$ cat config.mk
export PLATFORM = sky130hd
export DESIGN_NAME = run_detect_scheduler
export DESIGN_NICKNAME = d
export VERILOG_FILES = /design/src/rtl/run_detect_scheduler.sv
export SDC_FILE = /design/constraint.sdc
export NUM_CORES = 1
export LEC_CHECK = 0
export ABC_AREA = 1
export CAP_MARGIN = 10
export CORE_ASPECT_RATIO = 0.5
export CORE_MARGIN = 1
export CORE_UTILIZATION = 47
export CTS_CLUSTER_SIZE = 25
export DETAILED_ROUTE_END_ITERATION = 6
export PLACE_DENSITY = 0.76
export RECOVER_POWER = 50
export SYNTH_ARGS = -nofsm -noshare
export SYNTH_HDL_FRONTEND = slang
export SYNTH_SLANG_ARGS = --single-unit
export TNS_END_PERCENT = 20
$ cat constraint.sdc
create_clock -name clk -period 2.9 [get_ports clk]
set_input_delay 0.29 -clock clk [delete_from_list [all_inputs] [get_ports clk]]
set_output_delay 0.29 -clock clk [all_outputs]
set_load 0.01 [all_outputs]
$ cat src/rtl/run_detect_scheduler.sv
// run_detect_scheduler
//   Shares one bit-serial run-length detector among NCH requesters. Words are
//   granted round-robin, shifted MSB-first through the detector (one bit per
//   cycle), and each channel's detector context (last bit, run count) is saved
//   and restored so runs carry across words from the same channel.
//
//   state | meaning
//   ------+-------------------------------------------------------------
//   IDLE  | waiting for any req_valid; grants one channel the same cycle
//   SHIFT | W detector steps on the granted word, MSB first
//   DONE  | result held on res_*; leaves on res_valid && res_ready
//
// Ports
//   clk, reset            clock, synchronous active-high reset
//   req_valid[NCH]        per-channel word valid
//   req_data[NCH*W]       channel i word at [i*W +: W], held while valid
//   req_ready[NCH]        one-hot, single-cycle accept pulse
//   res_valid/res_ready   result handshake
//   res_ch                channel that produced the result
//   res_z_mask            per-bit hit flags, bit W-1 = first bit processed
//   res_hits              popcount of res_z_mask
module run_detect_scheduler #(
  parameter int NCH = 4,
  parameter int W   = 8,
  parameter int RUN = 4,
  localparam int CW = (NCH > 2) ? $clog2(NCH) : 1,
  localparam int HW = $clog2(W + 1)
) (
  input  logic               clk,
  input  logic               reset,
  input  logic [NCH-1:0]     req_valid,
  input  logic [NCH*W-1:0]   req_data,
  output logic [NCH-1:0]     req_ready,
  output logic               res_valid,
  input  logic               res_ready,
  output logic [CW-1:0]      res_ch,
  output logic [W-1:0]       res_z_mask,
  output logic [HW-1:0]      res_hits
);

  localparam int RW = $clog2(RUN + 1);

  typedef enum logic [1:0] {IDLE, SHIFT, DONE} state_t;

  state_t          state, state_nxt;
  logic [CW-1:0]   last_grant, grant, gnt_idx, lo_idx;
  logic            any_valid, found_hi, found_lo;
  logic [W-1:0]    sel_data, shreg, mask, mask_nxt;
  logic [HW-1:0]   bit_cnt, pop_nxt;
  logic            wrk_last, det_bit, det_z;
  logic [RW-1:0]   wrk_cnt, det_cnt;
  logic            ctx_last [NCH];
  logic [RW-1:0]   ctx_cnt  [NCH];

  // Round-robin: first valid channel above last_grant, otherwise the lowest
  // valid channel overall (which wraps back around to last_grant itself).
  always_comb begin
    any_valid = |req_valid;
    gnt_idx   = '0;
    lo_idx    = '0;
    found_hi  = 1'b0;
    found_lo  = 1'b0;
    for (int i = 0; i < NCH; i++) begin
      if (req_valid[i] && (i > int'(last_grant)) && !found_hi) begin
        found_hi = 1'b1;
        gnt_idx  = CW'(i);
      end
      if (req_valid[i] && !found_lo) begin
        found_lo = 1'b1;
        lo_idx   = CW'(i);
      end
    end
    if (!found_hi) gnt_idx = lo_idx;
  end

  always_comb begin
    sel_data = '0;
    for (int i = 0; i < NCH; i++) begin
      if (gnt_idx == CW'(i)) sel_data = req_data[i*W +: W];
    end
  end

  always_comb begin
    req_ready = '0;
    if (state == IDLE && any_valid && !reset) req_ready[gnt_idx] = 1'b1;
  end

  // One detector step on the shift-register MSB. Count saturates at RUN so a
  // longer run keeps flagging every further bit.
  always_comb begin
    det_bit = shreg[W-1];
    if (wrk_cnt != '0 && det_bit == wrk_last)
      det_cnt = (wrk_cnt == RW'(RUN)) ? RW'(RUN) : wrk_cnt + RW'(1);
    else
      det_cnt = RW'(1);
    det_z    = (det_cnt == RW'(RUN));
    mask_nxt = {mask[W-2:0], det_z};
  end

  always_comb begin
    pop_nxt = '0;
    for (int i = 0; i < W; i++) pop_nxt = pop_nxt + HW'(mask_nxt[i]);
  end

  always_comb begin
    state_nxt = state;
    case (state)
      IDLE:    if (any_valid) state_nxt = SHIFT;
      SHIFT:   if (bit_cnt == '0) state_nxt = DONE;
      DONE:    if (res_ready) state_nxt = IDLE;
      default: state_nxt = IDLE;
    endcase
  end

  always_ff @(posedge clk) begin
    if (reset) begin
      state      <= IDLE;
      last_grant <= CW'(NCH - 1);
      grant      <= '0;
      shreg      <= '0;
      mask       <= '0;
      bit_cnt    <= '0;
      wrk_last   <= 1'b0;
      wrk_cnt    <= '0;
      res_valid  <= 1'b0;
      res_ch     <= '0;
      res_z_mask <= '0;
      res_hits   <= '0;
      for (int i = 0; i < NCH; i++) begin
        ctx_last[i] <= 1'b0;
        ctx_cnt[i]  <= '0;
      end
    end else begin
      state <= state_nxt;
      case (state)
        IDLE: begin
          if (any_valid) begin
            grant      <= gnt_idx;
            last_grant <= gnt_idx;
            shreg      <= sel_data;
            wrk_last   <= ctx_last[gnt_idx];
            wrk_cnt    <= ctx_cnt[gnt_idx];
            mask       <= '0;
            bit_cnt    <= HW'(W - 1);
          end
        end
        SHIFT: begin
          shreg    <= {shreg[W-2:0], 1'b0};
          wrk_last <= det_bit;
          wrk_cnt  <= det_cnt;
          mask     <= mask_nxt;
          bit_cnt  <= bit_cnt - HW'(1);
          if (bit_cnt == '0) begin
            ctx_last[grant] <= det_bit;
            ctx_cnt[grant]  <= det_cnt;
            res_z_mask      <= mask_nxt;
            res_hits        <= pop_nxt;
            res_ch          <= grant;
            res_valid       <= 1'b1;
          end
        end
        DONE: begin
          if (res_ready) res_valid <= 1'b0;
        end
        default: ;
      endcase
    end
  end

endmodule
==> metrics, run 1 <==
status complete, no violations; CP Capture Type register; TritonCTS clock tree done; total grt overflow 0; layout cells sized above 1 0.146; normalized max-slew margin 0.586; Final setup viols 0; pin count of the biggest net entering global routing 19; initial antenna violation count 0; hold endpoint res_z_mask[4]; Clk Latency, worst-skew pair 330 ps; CP most frequent cell fa_1; total track usage 0.254; Slew @ Worst Pin 621 ps; # rows 20; VDD IR max 0.000290 V; FF-to-FF setup slack 70 ps; DPL Wire Length 5830 um; Routed Antenna Nets 0; final RePlAce weighted congestion 0.863; RSZ-0062 raised after global routing yes; cell family with most CP delay adder cells; Netlist cell types 33; yosys warns 0; Leak Pwr 0.00176 uW; First DRT Iteration DRCs 323; Top Ports 58; Placeable Area 0.00621 mm2; Synth Instances 412; Post-CTS Hold Fix Bufs 0; number of buffers created by CTS 9; Area after DPL 0.00382 mm2; fin util 0.667; post-route cell area 0.00414 mm2; max-cap violations 0; slowest stage delay, CP 530 ps; # H-tree levels 3; Die Area 0.00694 mm2; DRC Markers 0; Final Hold Fails 0; Final Max Tran Viols 0; Post-Syn Area per Cell 7.52 um2; clock transition at the registers of the reported paths 50 ps; Setup crit start mask[0]; Cell Area, Synth 0.00310 mm2; Routed WL 8120 um; min Tclk post-route 2830 ps; Req. time, crit path 3150 ps; Die H 59.4 um; WS Path Type register to register; net count reported at finish 536; CP max FO 2; CP bufs+invs 3; Root Buffer clkbuf_16; net count after synthesis 461; worst-case clock buffer depth 2; min-delay src res_z_mask[4]; crit path DAT 3080 ps; Initial Util 0.499; #FFs+latches synth 60; Final Cycle Share 0.977; count of buffers from port buffering 57; multi-input combinational cell area 0.00148 mm2; post-DR vias/cell 5.10; register area 0.00137 mm2; number of global-route vias before repair 2638; total power 2690 uW; reg-to-reg critical path endpoint res_hits[2]; minimum hold slack 457 ps; Worst Clk Skew 8.05 ps; Critical Path Source Type register; Vias 2956; Reg2Reg Depth 10; Hold Crit Depth 2; Worst R2R Start mask[0]; Clock Sinks 60; crit path cell chain fa_1 > inv_1 > fa_1 > fa_1 > inv_1 > ha_2 > inv_2 > fa_2 > xor2_1 > a211oi_1; fillers 572; pwr dens 649 mW/mm2; Slowest-stage cell, CP fa_1; worst hold path class register to register; WL/cell 14.0 um; die width 117 um; register area share after synthesis 0.440; # diodes 0; fmax 0.353 GHz; first-pass GRT wire length 12800 um; area grow syn2layout 33.7%; drt pass-1 iters 5
## layer usage
layer  vias to the layer above  GRT usage  wire length, um
li1                       1483          -                -
met3                         9     0.0685              548
met4                         0     0.0705               73
met2                        96      0.415             3710
met1                      1368      0.336             3800
met5                         -          0                0
## cell usage after synthesis
| library cell | number | share of area |
|---|---|---|
| a21oi_1 | 33 | 0.053 |
| o21bai_1 | 1 | 0.0024 |
| a21oi_4 | 2 | 0.011 |
| inv_1 | 44 | 0.053 |
| o21a_1 | 1 | 0.0024 |
| nand4_1 | 4 | 0.0081 |
| inv_2 | 8 | 0.0097 |
| a211oi_1 | 2 | 0.0048 |
| a311oi_1 | 1 | 0.0028 |
| o21ai_1 | 4 | 0.0065 |
| fa_1 | 4 | 0.026 |
| buf_6 | 1 | 0.0036 |
| ha_1 | 6 | 0.024 |
| nor3_1 | 2 | 0.0032 |
| nand2_1 | 92 | 0.11 |
| nor2_1 | 57 | 0.069 |
| o21ai_0 | 16 | 0.026 |
| xor2_1 | 1 | 0.0028 |
| buf_4 | 2 | 0.0048 |
| dfxtp_1 | 44 | 0.28 |
| nand3_1 | 22 | 0.036 |
| nor2_2 | 11 | 0.022 |
| a21oi_2 | 1 | 0.0028 |
| buf_2 | 4 | 0.0065 |
| nand2_2 | 8 | 0.016 |
| nor4_1 | 1 | 0.0020 |
| o2bb2ai_1 | 1 | 0.0028 |
| edfxtp_1 | 16 | 0.16 |
| clkbuf_1 | 7 | 0.0085 |
| nor2_4 | 3 | 0.011 |
| o22ai_1 | 8 | 0.016 |
| o211ai_1 | 4 | 0.0097 |
| or2_1 | 1 | 0.0020 |
## cell usage in the layout, fill, tap and decap left out, types with 2 or more instances in the layout
cell type / synthesis / layout
dlygate4sd3_1: 0 / 16
o21ai_1: 4 / 4
a211oi_1: 2 / 2
ha_1: 6 / 4
a21oi_1: 33 / 33
fa_1: 4 / 3
edfxtp_1: 16 / 16
nand2_2: 8 / 6
clkinv_2: 0 / 2
dfxtp_1: 44 / 41
buf_4: 2 / 18
o21ai_0: 16 / 16
nor3_1: 2 / 2
a21oi_4: 2 / 2
nand4_1: 4 / 4
nor2_2: 11 / 11
clkbuf_8: 0 / 2
o22ai_1: 8 / 8
inv_2: 8 / 12
nor2_1: 57 / 57
nand2_1: 92 / 94
nor2_4: 3 / 3
clkdlybuf4s50_1: 0 / 41
inv_1: 44 / 40
dfxtp_2: 0 / 3
clkbuf_16: 0 / 9
nand3_1: 22 / 22
o211ai_1: 4 / 4
clkbuf_1: 7 / 6
## power breakdown
| part | internal [uW] | total [uW] | switching [uW] |
|---|---|---|---|
| clock | 620 | 962 | 341 |
| sequential | 942 | 986 | 43.9 |
| combinational | 288 | 741 | 454 |
## kinds of logic (layout without fill, tap and decap cells)
family | after synthesis | count (layout) | synth area share
AO/OA/AOI/OAI | 74 | 74 | 0.140
XOR/XNOR | 1 | 1 | 0.00283
adder cells (fa/ha/maj) | 10 | 10 | 0.0501
buffers and inverters | 66 | 146 | 0.0865
flip-flops | 60 | 60 | 0.440
AND/OR/NAND/NOR | 201 | 201 | 0.281
## per-stage QoR
step / setup WS, ps / setup TNS (ps) / std cells
floorplan: 87.6 / 0 / 412
global placement: 57.9 / 0 / 559
detailed placement: -30.8 / -30.8 / 559
CTS: 6.15 / 0 / 576
global route: -70.1 / -103 / 580
finish: 66.3 / 0 / 580
## registers in the layout (all words and copies together), names as in the netlist
name / flops
ctx_last: 4
bit_cnt: 4
ctx_cnt: 12
res_valid: 1
res_hits: 4
wrk_cnt: 3
shreg: 8
grant: 2
mask: 7
state: 2
res_z_mask: 8
wrk_last: 1
res_ch: 2
last_grant: 2
## layout make-up
| cell class | instances | share of cell area |
|---|---|---|
| tap | 88 | 0.0266 |
| sequential | 60 | 0.330 |
| clock inverter | 2 | 0.00242 |
| inverter | 52 | 0.0471 |
| timing repair buffer | 78 | 0.173 |
| multi-input combinational | 286 | 0.357 |
| clock buffer | 14 | 0.0637 |
## worst max-delay path by stage
stage	end	slack [ps]	cells past startpoint
5_1_grt	res_hits[2]	-70	15
3_5_place_dp	res_hits[2]	-30	15
2_1_floorplan	res_hits[2]	90	10
6_report	res_hits[2]	70	10
4_1_cts	res_hits[2]	6	10
3_3_place_gp	res_hits[2]	60	10
## tightest hold or removal path: stages, from the launching register on
cell and delay [ps]:
dfxtp_1 300, nand2_1 60, a21oi_1 50
## timing repair
action,4_1_cts,5_1_grt
buffers inserted,1,4
pin swaps,1,3
setup endpoints to repair,1,2
resized for setup,3,9
cloned,0,0
No activity file was read; power rests on OpenSTA's default activity.
==> run 2: changes to the inputs <==
--- a/config.mk
+++ b/config.mk
@@ -12,7 +12,7 @@
 export CORE_UTILIZATION = 47
 export CTS_CLUSTER_SIZE = 25
 export DETAILED_ROUTE_END_ITERATION = 6
-export PLACE_DENSITY = 0.76
+export PLACE_DENSITY = 0.83
 export RECOVER_POWER = 50
 export SYNTH_ARGS = -nofsm -noshare
 export SYNTH_HDL_FRONTEND = slang
==> metrics, run 2 (same netlist as run 1, synthesis figures left out) <==
status complete, no violations; Final Hold Fails 0 (unchanged); Post-CTS Hold Fix Bufs 0 (unchanged); Placed Instances 559 (unchanged); Most flops, register ctx_cnt; crit path cell chain fa_1 > inv_1 > fa_1 > fa_1 > inv_1 > ha_2 > inv_2 > fa_2 > xor2_1 > a211oi_2; RSZ-0062 raised after global routing yes; total track usage 0.245 (-0.00870); Setup crit start mask[0]; worst-case clock buffer depth 2 (unchanged); total grt overflow 0 (unchanged); Die H 59.4 um (unchanged); Routed Antenna Nets 0 (unchanged); Routed WL 8050 um (-0.92%); die width 117 um (unchanged); pin count of the biggest net entering global routing 29 (+10); net count reported at finish 539 (+0.56%); DRC Markers 0 (unchanged); max-cap violations 0 (unchanged); setup tns final 0 ps (unchanged); Die Area 0.00694 mm2 (unchanged); Top Ports 58 (unchanged); # H-tree levels 3 (unchanged); DPL Wire Length 5620 um (-3.5%); # diodes 0 (unchanged); WS Path Type register to register; Slew @ Worst Pin 606 ps (-14.1 ps); Clock Sinks 60 (unchanged); VDD IR max 0.000285 V (-1.9%); Reg2Reg Depth 10 (unchanged); min Tclk post-route 2830 ps (-4.80 ps); Worst R2R Start mask[0]; clock transition at the registers of the reported paths 50 ps (about the same); number of buffers created by CTS 9 (unchanged); layout cells sized above 1 0.141 (-0.00493); initial antenna violation count 0 (unchanged); CP Capture Type register; CP max FO 2 (unchanged); Initial Util 0.499 (unchanged); Slowest-stage cell, CP fa_1; non-filler cells, final 583 (+0.52%); crit path DAT 3080 ps (about the same); first-pass GRT wire length 12500 um (-2.6%); area grow syn2layout 34.4%; number of global-route vias before repair 2623 (-0.57%); Leak Pwr 0.00178 uW (+1.5%); slowest stage delay, CP 530 ps (about the same); pre-CTS WS -93.6 ps (-62.8 ps); Root Buffer clkbuf_16; worst hold path class register to register; fillers 534 (-6.6%); # rows 20 (unchanged); Worst Clk Skew 4.71 ps (-3.34 ps); First DRT Iteration DRCs 245 (-24%); final RePlAce weighted congestion 0.872 (+1.1%); Final WS setup 71.1 ps (+4.80 ps); TritonCTS clock tree done; CP most frequent cell fa_1; Clk Latency, worst-skew pair 330 ps (about the same); drt pass-1 iters 4 (-1); multi-input combinational cell area 0.00147 mm2 (-0.68%); commonest non-fill, non-tap cell in the layout nand2_1; pwr dens 653 mW/mm2 (+0.53%); Worst setup endpoint res_hits[2]; normalized max-slew margin 0.596 (+0.00937); Vias 2931 (-0.85%); Top Registers ctx_cnt: 12 flops, res_z_mask: 8 flops, shreg: 8 flops; fmax 0.353 GHz (+0.17%); post-DR vias/cell 5.03 (-1.4%); Critical Path Source Type register; Final Max Tran Viols 0 (unchanged); max reg flops 12 (unchanged); Req. time, crit path 3150 ps (about the same); WL/cell 13.8 um (-1.4%); fin util 0.671 (+0.00323); commonest non-fill, non-tap cells in the layout nand2_1, nor2_1, inv_1, dfxtp_1, clkdlybuf4s50_1; reg-to-reg critical path endpoint res_hits[2]; Final setup viols 0 (unchanged); FF-to-FF setup slack 70 ps (about the same); count of buffers from port buffering 57 (unchanged); register area 0.00136 mm2 (about the same); Placeable Area 0.00621 mm2 (unchanged); Final Cycle Share 0.975 (-0.00166)
[run 2: layout make-up]
| cell class | count | area share |
|---|---|---|
| inverters | 52 | 0.0469 |
| repair buffers | 81 | 0.178 |
| multi-input cells | 286 | 0.353 |
| flip-flops and latches | 60 | 0.328 |
| clock buffers | 9 | 0.0541 |
| well taps | 88 | 0.0265 |
| clock inverters | 7 | 0.0138 |
[run 2: how the worst min path moves through the flow]
stage / start / cells past startpoint / to
finish: res_z_mask[3] / 2 / res_z_mask[3]
global route: res_ch[1] / 2 / res_ch[1]
CTS: res_z_mask[3] / 2 / res_z_mask[3]
detailed placement: res_z_mask[3] / 2 / res_z_mask[3]
global placement: mask[6] / 2 / mask[6]
floorplan: bit_cnt[3] / 1 / bit_cnt[3]
[run 2: critical path: cells and delay by family, from the launching register on]
kind                     cells  cell delay [ps]
adder cells (fa/ha/maj)      5             1930
flip-flops                   1              320
XOR/XNOR                     1              160
AO/OA/AOI/OAI                1              170
buffers and inverters        3              170
[run 2: routing by layer]
metal,GRT usage,up-vias,part of all wire
met4,0.0778,0,0.013
met3,0.0665,11,0.081
met2,0.402,101,0.45
met5,0,-,0
met1,0.320,1333,0.46
li1,-,1486,-
[run 2: timing repair]
action | in CTS | in global routing
setup buffers | 7 | 1
endpoints found under the setup margin | 1 | 2
resized for setup | 8 | 3
pin swaps | 4 | 3
[run 2: report_power, final]
part | switching, uW | internal (uW) | leakage (uW)
Sequential | 42.5 | 941 | 0.000526
Combinational | 455 | 275 | 0.00111
Clock | 352 | 651 | 0.000144
Total | 849 | 1870 | 0.00178
[run 2: per-stage QoR]
| stage | hold WS, ps | power, uW | instance area (um2) |
|---|---|---|---|
| floorplan | 438 | 1450 | 3100 |
| global placement | 452 | 1680 | 3820 |
| detailed placement | 457 | 1700 | 3820 |
| CTS | 466 | 2730 | 4170 |
| global route | 489 | 2850 | 4160 |
| finish | 457 | 2720 | 4160 |
